### config.mk
export PLATFORM = sky130hd
export DESIGN_NAME = uart_rx_sequencer
export DESIGN_NICKNAME = d
export VERILOG_FILES = /design/src/rtl/uart_rx_sequencer_pkg.sv /design/src/rtl/uart_rx_timeout.sv /design/src/rtl/uart_rx_sequencer.sv
export SDC_FILE = /design/constraint.sdc
export NUM_CORES = 1
export LEC_CHECK = 0
export CORE_MARGIN = 2
export CORE_UTILIZATION = 53
export DETAILED_ROUTE_END_ITERATION = 16
export PLACE_DENSITY = 0.84
export SETUP_SLACK_MARGIN = 0.15
export SLEW_MARGIN = 20
export SYNTH_ARGS = -nofsm -noshare
export SYNTH_HDL_FRONTEND = slang
export SYNTH_SLANG_ARGS = --single-unit
### constraint.sdc
create_clock -name CLK -period 5.3 [get_ports CLK]
set_input_delay 0.795 -clock CLK [delete_from_list [all_inputs] [get_ports CLK]]
set_output_delay 0.795 -clock CLK [all_outputs]
set_load 0.03 [all_outputs]
### src/rtl/uart_rx_sequencer_pkg.sv
// Shared register map, bit positions and FSM encoding for the UART receive sequencer.
package uart_rx_sequencer_pkg;

    localparam logic [1:0] ADDR_DATA = 2'd0;
    localparam logic [1:0] ADDR_STAT = 2'd1;
    localparam logic [1:0] ADDR_CTRL = 2'd2;

    localparam int unsigned CTRL_WMODE   = 0;
    localparam int unsigned CTRL_IE      = 1;
    localparam int unsigned CTRL_ERR_CLR = 2;
    localparam int unsigned CTRL_FLUSH   = 3;

    localparam int unsigned STAT_VALID   = 0;
    localparam int unsigned STAT_ERR     = 1;
    localparam int unsigned STAT_CNT_LSB = 2;
    localparam int unsigned STAT_WMODE   = 8;

    typedef enum logic [2:0] {
        ST_IDLE   = 3'd0,
        ST_POP    = 3'd1,
        ST_WAIT   = 3'd2,
        ST_CAPT   = 3'd3,
        ST_SETTLE = 3'd4
    } state_e;

    function automatic logic [31:0] pack_stat(input logic wmode, input logic [2:0] cnt,
                                              input logic err, input logic valid);
        return {23'b0, wmode, 3'b0, cnt, err, valid};
    endfunction

endpackage

### src/rtl/uart_rx_timeout.sv
// Saturating idle counter; fire_c pulses on the enabled cycle whose increment reaches TIMEOUT.
module uart_rx_timeout #(
    parameter int unsigned TIMEOUT = 115200,
    parameter int unsigned TO_W    = 17
) (
    input  logic CLK,
    input  logic RST,
    input  logic en,
    input  logic clr,
    output logic fire_c
);

    localparam logic [TO_W-1:0] LIMIT = TO_W'(TIMEOUT);

    logic [TO_W-1:0] count_q;

    always_ff @(posedge CLK) begin
        if (RST || clr) begin
            count_q <= '0;
        end else if (en && (count_q != LIMIT)) begin
            count_q <= count_q + TO_W'(1);
        end
    end

    // TIMEOUT of zero disables the flush entirely
    assign fire_c = (TIMEOUT != 0) && en && (count_q == LIMIT - TO_W'(1));

endmodule

### src/rtl/uart_rx_sequencer.sv
// Pops the UART receive FIFO and exposes it to the core as DATA/STAT/CTRL MMIO registers,
// in byte mode or little-endian 32-bit word mode with a timeout flush of partial words.
module uart_rx_sequencer
    import uart_rx_sequencer_pkg::*;
#(
    parameter int unsigned FIFO_RD_LAT = 1,
    parameter int unsigned TIMEOUT     = 115200,
    parameter int unsigned TO_W        = 17
) (
    input  logic        CLK,
    input  logic        RST,
    input  logic [7:0]  RX_STATUS,
    input  logic [7:0]  RX_DATA,
    output logic [7:0]  RX_CONTROL,
    input  logic [1:0]  ADDR,
    input  logic        RE,
    input  logic        WE,
    input  logic [31:0] WDATA,
    output logic [31:0] RDATA,
    output logic        IRQ
);

    localparam int unsigned     LAT_W    = (FIFO_RD_LAT > 1) ? $clog2(FIFO_RD_LAT) : 1;
    localparam logic [LAT_W-1:0] LAT_LAST = LAT_W'(FIFO_RD_LAT - 1);

    state_e           state_q, state_d;
    logic [LAT_W-1:0] lat_q, lat_d;
    logic [31:0]      hold_q, hold_d;
    logic [31:0]      rdata_q, rdata_d;
    logic [2:0]       cnt_q, cnt_d;
    logic             valid_q, valid_d;
    logic             err_q, err_d;
    logic             wmode_q, wmode_d;
    logic             ie_q, ie_d;
    logic             rreq_q, irq_q;

    logic ctrl_wr, flush, data_rd_ok, tmr_en, tmr_clr, tmr_fire;
    logic unused_wdata;

    // A read strobe always wins over a simultaneous write
    assign ctrl_wr    = WE && !RE && (ADDR == ADDR_CTRL);
    assign flush      = ctrl_wr && (WDATA[CTRL_FLUSH] ||
                        ((WDATA[CTRL_WMODE] != wmode_q) && (cnt_q != 3'd0)));
    assign data_rd_ok = RE && (ADDR == ADDR_DATA) && valid_q;
    assign tmr_en     = (state_q == ST_IDLE) && wmode_q && (cnt_q != 3'd0) &&
                        (cnt_q < 3'd4) && !valid_q;
    assign tmr_clr    = (state_q == ST_CAPT) || flush || data_rd_ok;
    assign unused_wdata = ^WDATA[31:4];

    uart_rx_timeout #(.TIMEOUT(TIMEOUT), .TO_W(TO_W)) u_timeout (
        .CLK    (CLK),
        .RST    (RST),
        .en     (tmr_en),
        .clr    (tmr_clr),
        .fire_c (tmr_fire)
    );

    // Pop sequencing; a timeout edge also blocks a pop since VALID rises on it
    always_comb begin
        state_d = state_q;
        lat_d   = '0;
        case (state_q)
            ST_IDLE:   if ((RX_STATUS != 8'h00) && !valid_q && !tmr_fire) state_d = ST_POP;
            ST_POP:    state_d = ST_WAIT;
            ST_WAIT: begin
                if (lat_q == LAT_LAST) state_d = ST_CAPT;
                else                   lat_d   = lat_q + LAT_W'(1);
            end
            ST_CAPT:   state_d = ST_SETTLE;
            ST_SETTLE: state_d = ST_IDLE;
            default:   state_d = ST_IDLE;
        endcase
    end

    // Register file, flush, packing and read side effects
    always_comb begin
        hold_d  = hold_q;
        cnt_d   = cnt_q;
        valid_d = valid_q;
        err_d   = err_q;
        wmode_d = wmode_q;
        ie_d    = ie_q;
        rdata_d = rdata_q;

        if (ctrl_wr) begin
            wmode_d = WDATA[CTRL_WMODE];
            ie_d    = WDATA[CTRL_IE];
            if (WDATA[CTRL_ERR_CLR]) err_d = 1'b0;
        end

        if (flush) begin
            hold_d  = '0;
            cnt_d   = '0;
            valid_d = 1'b0;
        end else if (tmr_fire) begin
            valid_d = 1'b1;
        end

        if (RE) begin
            case (ADDR)
                ADDR_DATA: begin
                    if (valid_q) begin
                        rdata_d = hold_q;
                        hold_d  = '0;
                        cnt_d   = '0;
                        valid_d = 1'b0;
                    end else begin
                        rdata_d = '0;
                        err_d   = 1'b1;
                    end
                end
                ADDR_STAT: rdata_d = pack_stat(wmode_q, cnt_q, err_q, valid_q);
                ADDR_CTRL: rdata_d = {30'b0, ie_q, wmode_q};
                default:   rdata_d = '0;
            endcase
        end

        // Capture lands after any same-cycle flush, starting a clean word
        if (state_q == ST_CAPT) begin
            if (!wmode_d) begin
                hold_d  = {24'b0, RX_DATA};
                cnt_d   = 3'd1;
                valid_d = 1'b1;
            end else begin
                hold_d[{cnt_d[1:0], 3'b000} +: 8] = RX_DATA;
                cnt_d   = cnt_d + 3'd1;
                valid_d = (cnt_d == 3'd4);
            end
        end
    end

    always_ff @(posedge CLK) begin
        if (RST) begin
            state_q <= ST_IDLE;
            lat_q   <= '0;
            hold_q  <= '0;
            cnt_q   <= '0;
            valid_q <= 1'b0;
            err_q   <= 1'b0;
            wmode_q <= 1'b0;
            ie_q    <= 1'b0;
            rdata_q <= '0;
            rreq_q  <= 1'b0;
            irq_q   <= 1'b0;
        end else begin
            state_q <= state_d;
            lat_q   <= lat_d;
            hold_q  <= hold_d;
            cnt_q   <= cnt_d;
            valid_q <= valid_d;
            err_q   <= err_d;
            wmode_q <= wmode_d;
            ie_q    <= ie_d;
            rdata_q <= rdata_d;
            rreq_q  <= (state_d == ST_POP);
            irq_q   <= valid_d && ie_d;
        end
    end

    assign RX_CONTROL = {7'b0, rreq_q};
    assign RDATA      = rdata_q;
    assign IRQ        = irq_q;

endmodule

==> impl_metrics.tcl, run 1 <==
set metrics [dict create \
    critical_path.endpoint_type "flop" \
    grt_pass1_wl_um 15100 \
    dp_hpwl_um 6190 \
    avgViaCountPerCell 5.65 \
    clockBufferDepth 2 \
    cts_setup_buffers 0 \
    crit_cells 10 \
    num_vias 3331 \
    crit_type "in -> reg" \
    dpl_cell_area_um2 4630 \
    critPathRequiredTime_ns 5.60 \
    finClkSkew_ns 0.00882 \
    rsz0062_at_grt "false" \
    cp_max_fo 15 \
    wl_per_cell_um 15.4 \
    cpPeakStageDelay_ns 0.77 \
    synth-edff-count 0 \
    die_h_um 90.9 \
    cts_hold_buf 0 \
    fin_area_um2 4830 \
    numCtsBuffers 9 \
    cp-start-kind "input pin" \
    rows 31 \
    ys_top_cells_by_area "dfxtp_1 (47%), nor2_1 (5.9%), a22o_1 (5.3%)" \
    path_clk_slew_ns 0.09 \
    swShare_pct 28.0 \
    grt_pass1_vias 3151 \
    holdPathStages 2 \
    areaGrowthSynthToFinish_pct 20.9 \
    route.detailed.drc 0 \
    first_pass_iters 5 \
    yosysSeqAreaShare_pct 47.1 \
    synth.lib_cells_used.distinct 52 \
    synthFlopType "dfxtp_1" \
    slew_headroom_pct 47.0 \
    clockRootBuffer "clkbuf_8" \
    synth_top_area_share_pct 47.1 \
    die_w_um 90.9 \
    status "finished, final reports clean" \
    register_area_um2 1880 \
    finalCritPeriodShare_pct 72.4 \
    seq_power_share_pct 52.4 \
    dieArea_um2 8250 \
    setup_violations 0 \
    antenna_found_initial 0 \
    multiInputGateArea_um2 1990 \
    synth_warnings 0 \
    vdd_drop_max_mv 0.203 \
    numClockSinks 94 \
    io_pins 95 \
    p_per_area_nw_per_um2 300 \
    comb_power_share_pct 13.9 \
    maxCapViolCount 0 \
    power.switching_w 0.000406 \
    final_max_slew_viol_count 0 \
    initial_utilization_pct 54.8 \
    final_nets 549 \
    clock_latency_ns 0.36 \
    grt_max_degree 33 \
    worstPathCellList "clkdlybuf4s50_1 > and4bb_4 > o21ai_0 > nand3_1 > ha_1 > nor2_1 > nand4_1 > a31oi_1 > a22oi_1 > nor2_1" \
    hold_class "reg -> reg" \
    netlist_area_um2 4000 \
    ant_nets 0 \
    fin_crit_ns 3.84 \
    cp_slowest_cell "clkdlybuf4s50_1" \
    track_usage_pct 22.7 \
    postSynthCellCount 433 \
    numPortBuffers 59 \
    crit_top_cell "nor2_1" \
    fmax_ghz 0.261 \
    htreeDepth 3 \
    power.share.clock_pct 33.7 \
    async_reset_ff_share_pct 0 \
    syn-mean-instance-area_um2 9.23 \
    critPathTopFamily "simple AND/OR/NAND/NOR gates" \
    grt_remaining_overflow 0 \
    synth_seq_cells 94 \
    place_congestion 0.869 \
    initialDrtViolationCount 182 \
    core_area_um2 7290 \
    path_buf_inv 1 \
    cts_tree "done" \
    leakage_nw 1.77 \
    worstMarginPinSlew_ns 0.791 \
    drt-total-wl_um 9100 \
    p_int_w 0.00104 \
    antenna_cells 0 \
    final_hold_viol_count 0 \
    synth_area_leader_cell "dfxtp_1" \
    r2r_cells 10 \
    arrival_ns 4.13 \
    fin_tns_setup_ns 0 \
    cts_resized 0 \
    drive_gt1_share_pct 6.92 \
    nFillCells 612 \
]
## registers in the layout (all words and copies together) (netlist names)
register,cells
IRQ,1
RDATA,32
cnt_q,3
err_q,1
hold_q,32
ie_q,1
lat_q,1
rreq_q,1
state_q,3
u_timeout.count_q,17
valid_q,1
wmode_q,1
## synthesized netlist by cell type (7+ instances only)
master     n
buf_4      8
and3_1     7
dfxtp_1   94
a22oi_1    9
o21ai_0    8
nor2_1    63
ha_1       9
xnor2_1    8
clkbuf_1  11
a22o_1    24
nor2b_1   33
nand4_1   11
nand2_1   20
nand3_1    7
nor3_1    12
a21oi_1   36
## worst paths after layout
check	end	slack (ns)	start
setup / recovery	hold_q[21]$_SDFF_PP0_	1.46	ADDR[0]
hold / removal	RDATA[1]$_SDFFE_PP0P_	0.48	RDATA[1]$_SDFFE_PP0P_
setup reg to reg	hold_q[21]$_SDFF_PP0_	2.17	cnt_q[0]$_SDFF_PP0_
hold reg to reg	RDATA[1]$_SDFFE_PP0P_	0.48	RDATA[1]$_SDFFE_PP0P_
## metrics by stage
stage	instances	power (W)	utilization (%)	setup slack [ns]	hold slack, ns
floorplan	440	0.000922	-	2.48	0.449
global placement	574	0.000968	63.5	1.28	0.463
detailed placement	574	0.000975	63.4	1.18	0.467
CTS	590	0.00146	66.3	1.54	0.488
global route	590	0.00151	66.3	1.26	0.507
finish	590	0.00145	66.3	1.46	0.484
## power by group through the flow
stage          Sequential (W)  Clock (W)  Combinational [W]
6_report             0.000759   0.000489           0.000201
5_1_grt              0.000763   0.000523           0.000220
4_1_cts              0.000759   0.000497           0.000201
3_5_place_dp         0.000775          0           0.000200
3_3_place_gp         0.000774          0           0.000195
2_1_floorplan        0.000767          0           0.000155
## layer usage
layer / up-vias / routed length [um] / share of wire (%) / GRT usage (%)
met4: 0 / 200 / 2.2 / 10.2
met1: 1564 / 4170 / 46 / 30.3
met2: 128 / 4110 / 45 / 36.2
met5: - / 0 / 0 / 0
li1: 1624 / - / - / -
met3: 15 / 624 / 6.9 / 3.76
## tightest hold or removal path, delay by kind of cell, from the launching register on
family	cells	cell delay, ns
compound gates	1	0.05
simple gates	1	0.08
flops	1	0.32
## area by class of cell
| cell class | count | area share (%) |
|---|---|---|
| inverter | 6 | 0.466 |
| clock buffer | 10 | 2.85 |
| timing repair buffer | 62 | 12.6 |
| multi-input combinational | 313 | 41.2 |
| tap | 99 | 2.56 |
| clock inverter | 6 | 1.42 |
| sequential | 94 | 38.9 |
## cells by family (layout without fill, tap and decap cells)
logic type | after synthesis | in the layout | share of synthesized area, %
buffers and inverters | 33 | 84 | 4.19
AO/OA/AOI/OAI | 95 | 95 | 16.7
adder cells (fa/ha/maj) | 9 | 9 | 2.82
XOR/XNOR | 14 | 14 | 3.07
other | 1 | 8 | 0.0938
flip-flops | 94 | 94 | 47.1
multiplexers | 4 | 4 | 1.13
AND/OR/NAND/NOR | 183 | 183 | 24.9
## layout by cell type, fill, tap and decap left out, drive strengths merged, types with 3 or more instances in the layout
cell type,synthesis,layout
clkbuf,11,10
xor2,6,6
inv,6,8
buf,16,4
a21oi,36,36
a31oi,4,4
mux2i,3,3
nand3,7,7
and3,7,7
dfxtp,94,94
a22oi,9,9
nor4,6,6
ha,9,9
nand2,21,21
nor2b,33,33
xnor2,8,8
nor3,15,15
clkdlybuf4s50,0,58
a22o,24,24
a211oi,4,4
nand3b,4,4
nand4,11,11
conb,1,8
o21ai,8,8
nor2,63,63
(Power assumes the default switching activity.)
==> run 2, diff against run 1 <==
--- a/config.mk
+++ b/config.mk
@@ -6,9 +6,9 @@
 export NUM_CORES = 1
 export LEC_CHECK = 0
 export CORE_MARGIN = 2
-export CORE_UTILIZATION = 53
+export CORE_UTILIZATION = 45
 export DETAILED_ROUTE_END_ITERATION = 16
-export PLACE_DENSITY = 0.84
+export PLACE_DENSITY = 0.76
 export SETUP_SLACK_MARGIN = 0.15
 export SLEW_MARGIN = 20
 export SYNTH_ARGS = -nofsm -noshare
==> constraint.sdc (replaced) <==
create_clock -name CLK -period 3.1 [get_ports CLK]
set_input_delay 0.465 -clock CLK [delete_from_list [all_inputs] [get_ports CLK]]
set_output_delay 0.465 -clock CLK [all_outputs]
set_load 0.03 [all_outputs]
==> run 2 against run 1 <==
Against the previous run:
- flip-flop and latch count unchanged
- first-iteration DRC count down 34%
- clock-buffer cell count up 1
- non-clock buffer count up 10
- clock power up 55%
==> impl_metrics.tcl, run 2 (synthesized netlist as in run 1, its figures left out) <==
set metrics [dict create \
    critical_path.endpoint_type "flop" \
    ant_nets 0 \
    reg2reg_from "cnt_q[0]$_SDFF_PP0_" \
    clockRootBuffer "clkbuf_8" \
    core_area_um2 8680 \
    fmax_ghz 0.370 \
    path_clk_slew_ns 0.09 \
    power.switching_w 0.000685 \
    num_vias 3295 \
    reg2reg_to "hold_q[20]$_SDFF_PP0_" \
    areaGrowthSynthToFinish_pct 22.5 \
    critPathRequiredTime_ns 3.41 \
    antenna_cells 0 \
    hp-start "hold_q[2]$_SDFF_PP0_" \
    slew_headroom_pct 60.9 \
    p_per_area_nw_per_um2 493 \
    die_h_um 98.3 \
    register_area_um2 1880 \
    power_w 0.00242 \
    drive_gt1_share_pct 8.40 \
    hold_class "reg -> reg" \
    holdPathStages 1 \
    cpPeakStageDelay_ns 0.46 \
    rows 34 \
    final_nets 559 \
    wl_per_cell_um 15.0 \
    place_congestion 0.871 \
    fin_area_um2 4900 \
    final_max_slew_viol_count 0 \
    final_cell_mix "dfxtp_1 (94), nor2_1 (63), clkdlybuf4s50_1 (59), a21oi_1 (36), nor2b_1 (33)" \
    comb_power_share_pct 14.8 \
    first_pass_iters 5 \
    grt_pass1_vias 3202 \
    nFillCells 795 \
    cp_max_fo 8 \
    leakage_nw 1.80 \
    setup_violations 0 \
    vdd_drop_max_mv 0.350 \
    cts_setup_buffers 0 \
    status "finished, final reports clean" \
    crit_type "in -> reg" \
    io_pins 95 \
    finalCoreUtilization_pct 56.4 \
    multiInputGateArea_um2 1990 \
    htreeDepth 3 \
    rrSetupSlack_ns 0.47 \
    maxCapViolCount 0 \
    die_w_um 98.3 \
    cts_tree "done" \
    fin_tns_setup_ns 0 \
    grt_pass1_wl_um 15200 \
    dpl_cell_area_um2 4720 \
    route.detailed.drc 0 \
    finalCritPeriodShare_pct 87.3 \
    final_hold_viol_count 0 \
    arrival_ns 3.01 \
    initial_utilization_pct 46.1 \
    cts_hold_buf 0 \
    power.share.clock_pct 31.4 \
    dieArea_um2 9650 \
    worstMarginPinSlew_ns 0.586 \
    seq_power_share_pct 53.8 \
    dp_hpwl_um 6480 \
    finClkSkew_ns 0.00954 \
    initialDrtViolationCount 120 \
    avgViaCountPerCell 5.42 \
    swShare_pct 28.3 \
    clockBufferDepth 2 \
    holdPathEnd "hold_q[2]$_SDFF_PP0_" \
    grt_max_degree 37 \
    p_int_w 0.00173 \
    crit_top_cell "nor2_1" \
    final_common_cell "dfxtp_1" \
    cp-start-kind "input pin" \
    numCtsBuffers 9 \
    numPortBuffers 59 \
    antenna_found_initial 0 \
    clock_latency_ns 0.37 \
    r2r_cells 11 \
    rsz0062_at_grt "false" \
    track_usage_pct 19.3 \
    worstPathCellList "clkdlybuf4s50_1 > or4_1 > o211ai_1 > and2_1 > nand2_1 > ha_1 > nor2_1 > nand4_1 > a31oi_1 > buf_4 > a22oi_1 > nor2_1" \
    numClockSinks 94 \
    fin_crit_ns 2.71 \
    drt-total-wl_um 9140 \
    cts_resized 0 \
    grt_remaining_overflow 0 \
    cp_slowest_cell "clkdlybuf4s50_1" \
]
run 2: worst max-delay path by stage:
stage,start,endpoint,slack [ns],cells past startpoint
2_1_floorplan,WDATA[3],hold_q[16]$_SDFF_PP0_,0.61,10
3_3_place_gp,WDATA[3],hold_q[27]$_SDFF_PP0_,0.13,9
3_5_place_dp,WDATA[3],hold_q[20]$_SDFF_PP0_,0.07,12
4_1_cts,WDATA[3],hold_q[20]$_SDFF_PP0_,0.44,12
5_1_grt,WDATA[3],hold_q[20]$_SDFF_PP0_,0.19,12
6_report,WDATA[3],hold_q[20]$_SDFF_PP0_,0.39,12
run 2: final cells by class:
type | count | share of cell area, %
multi-input cells | 313 | 40.6
flip-flops and latches | 94 | 38.4
repair buffers | 72 | 14.0
clock buffers | 11 | 3.09
well taps | 108 | 2.76
clock inverters | 4 | 0.613
inverters | 6 | 0.460
run 2: per-stage QoR:
step	setup slack [ns]	std cells	hold WS (ns)
global route	0.193	608	0.509
global placement	0.128	593	0.463
finish	0.394	608	0.484
detailed placement	0.0703	593	0.469
floorplan	0.615	440	0.449
CTS	0.436	608	0.490
run 2: layer usage:
| metal | routed length [um] | global-route usage [%] | part of all wire, % |
|---|---|---|---|
| met2 | 4430 | 32.1 | 49 |
| met1 | 4120 | 24.2 | 45 |
| met4 | 170 | 6.53 | 1.9 |
| met3 | 421 | 5.65 | 4.6 |
| met5 | 0 | 0 | 0 |
run 2: critical path: cells and delay by family:
kind / cells / cell delay, ns
and+or+nand+nor: 6 / 1.16
adders and majority gates: 1 / 0.27
AOI/OAI and AO/OA: 3 / 0.43
buffers and inverters: 2 / 0.66
run 2: power groups by stage:
stage | combinational (W) | clock [W] | sequential (W)
after global routing | 0.000390 | 0.000828 | 0.00131
after detailed placement | 0.000356 | 0 | 0.00133
after CTS | 0.000358 | 0.000780 | 0.00130
final | 0.000357 | 0.000759 | 0.00130
after global placement | 0.000350 | 0 | 0.00132
after floorplan | 0.000265 | 0 | 0.00131
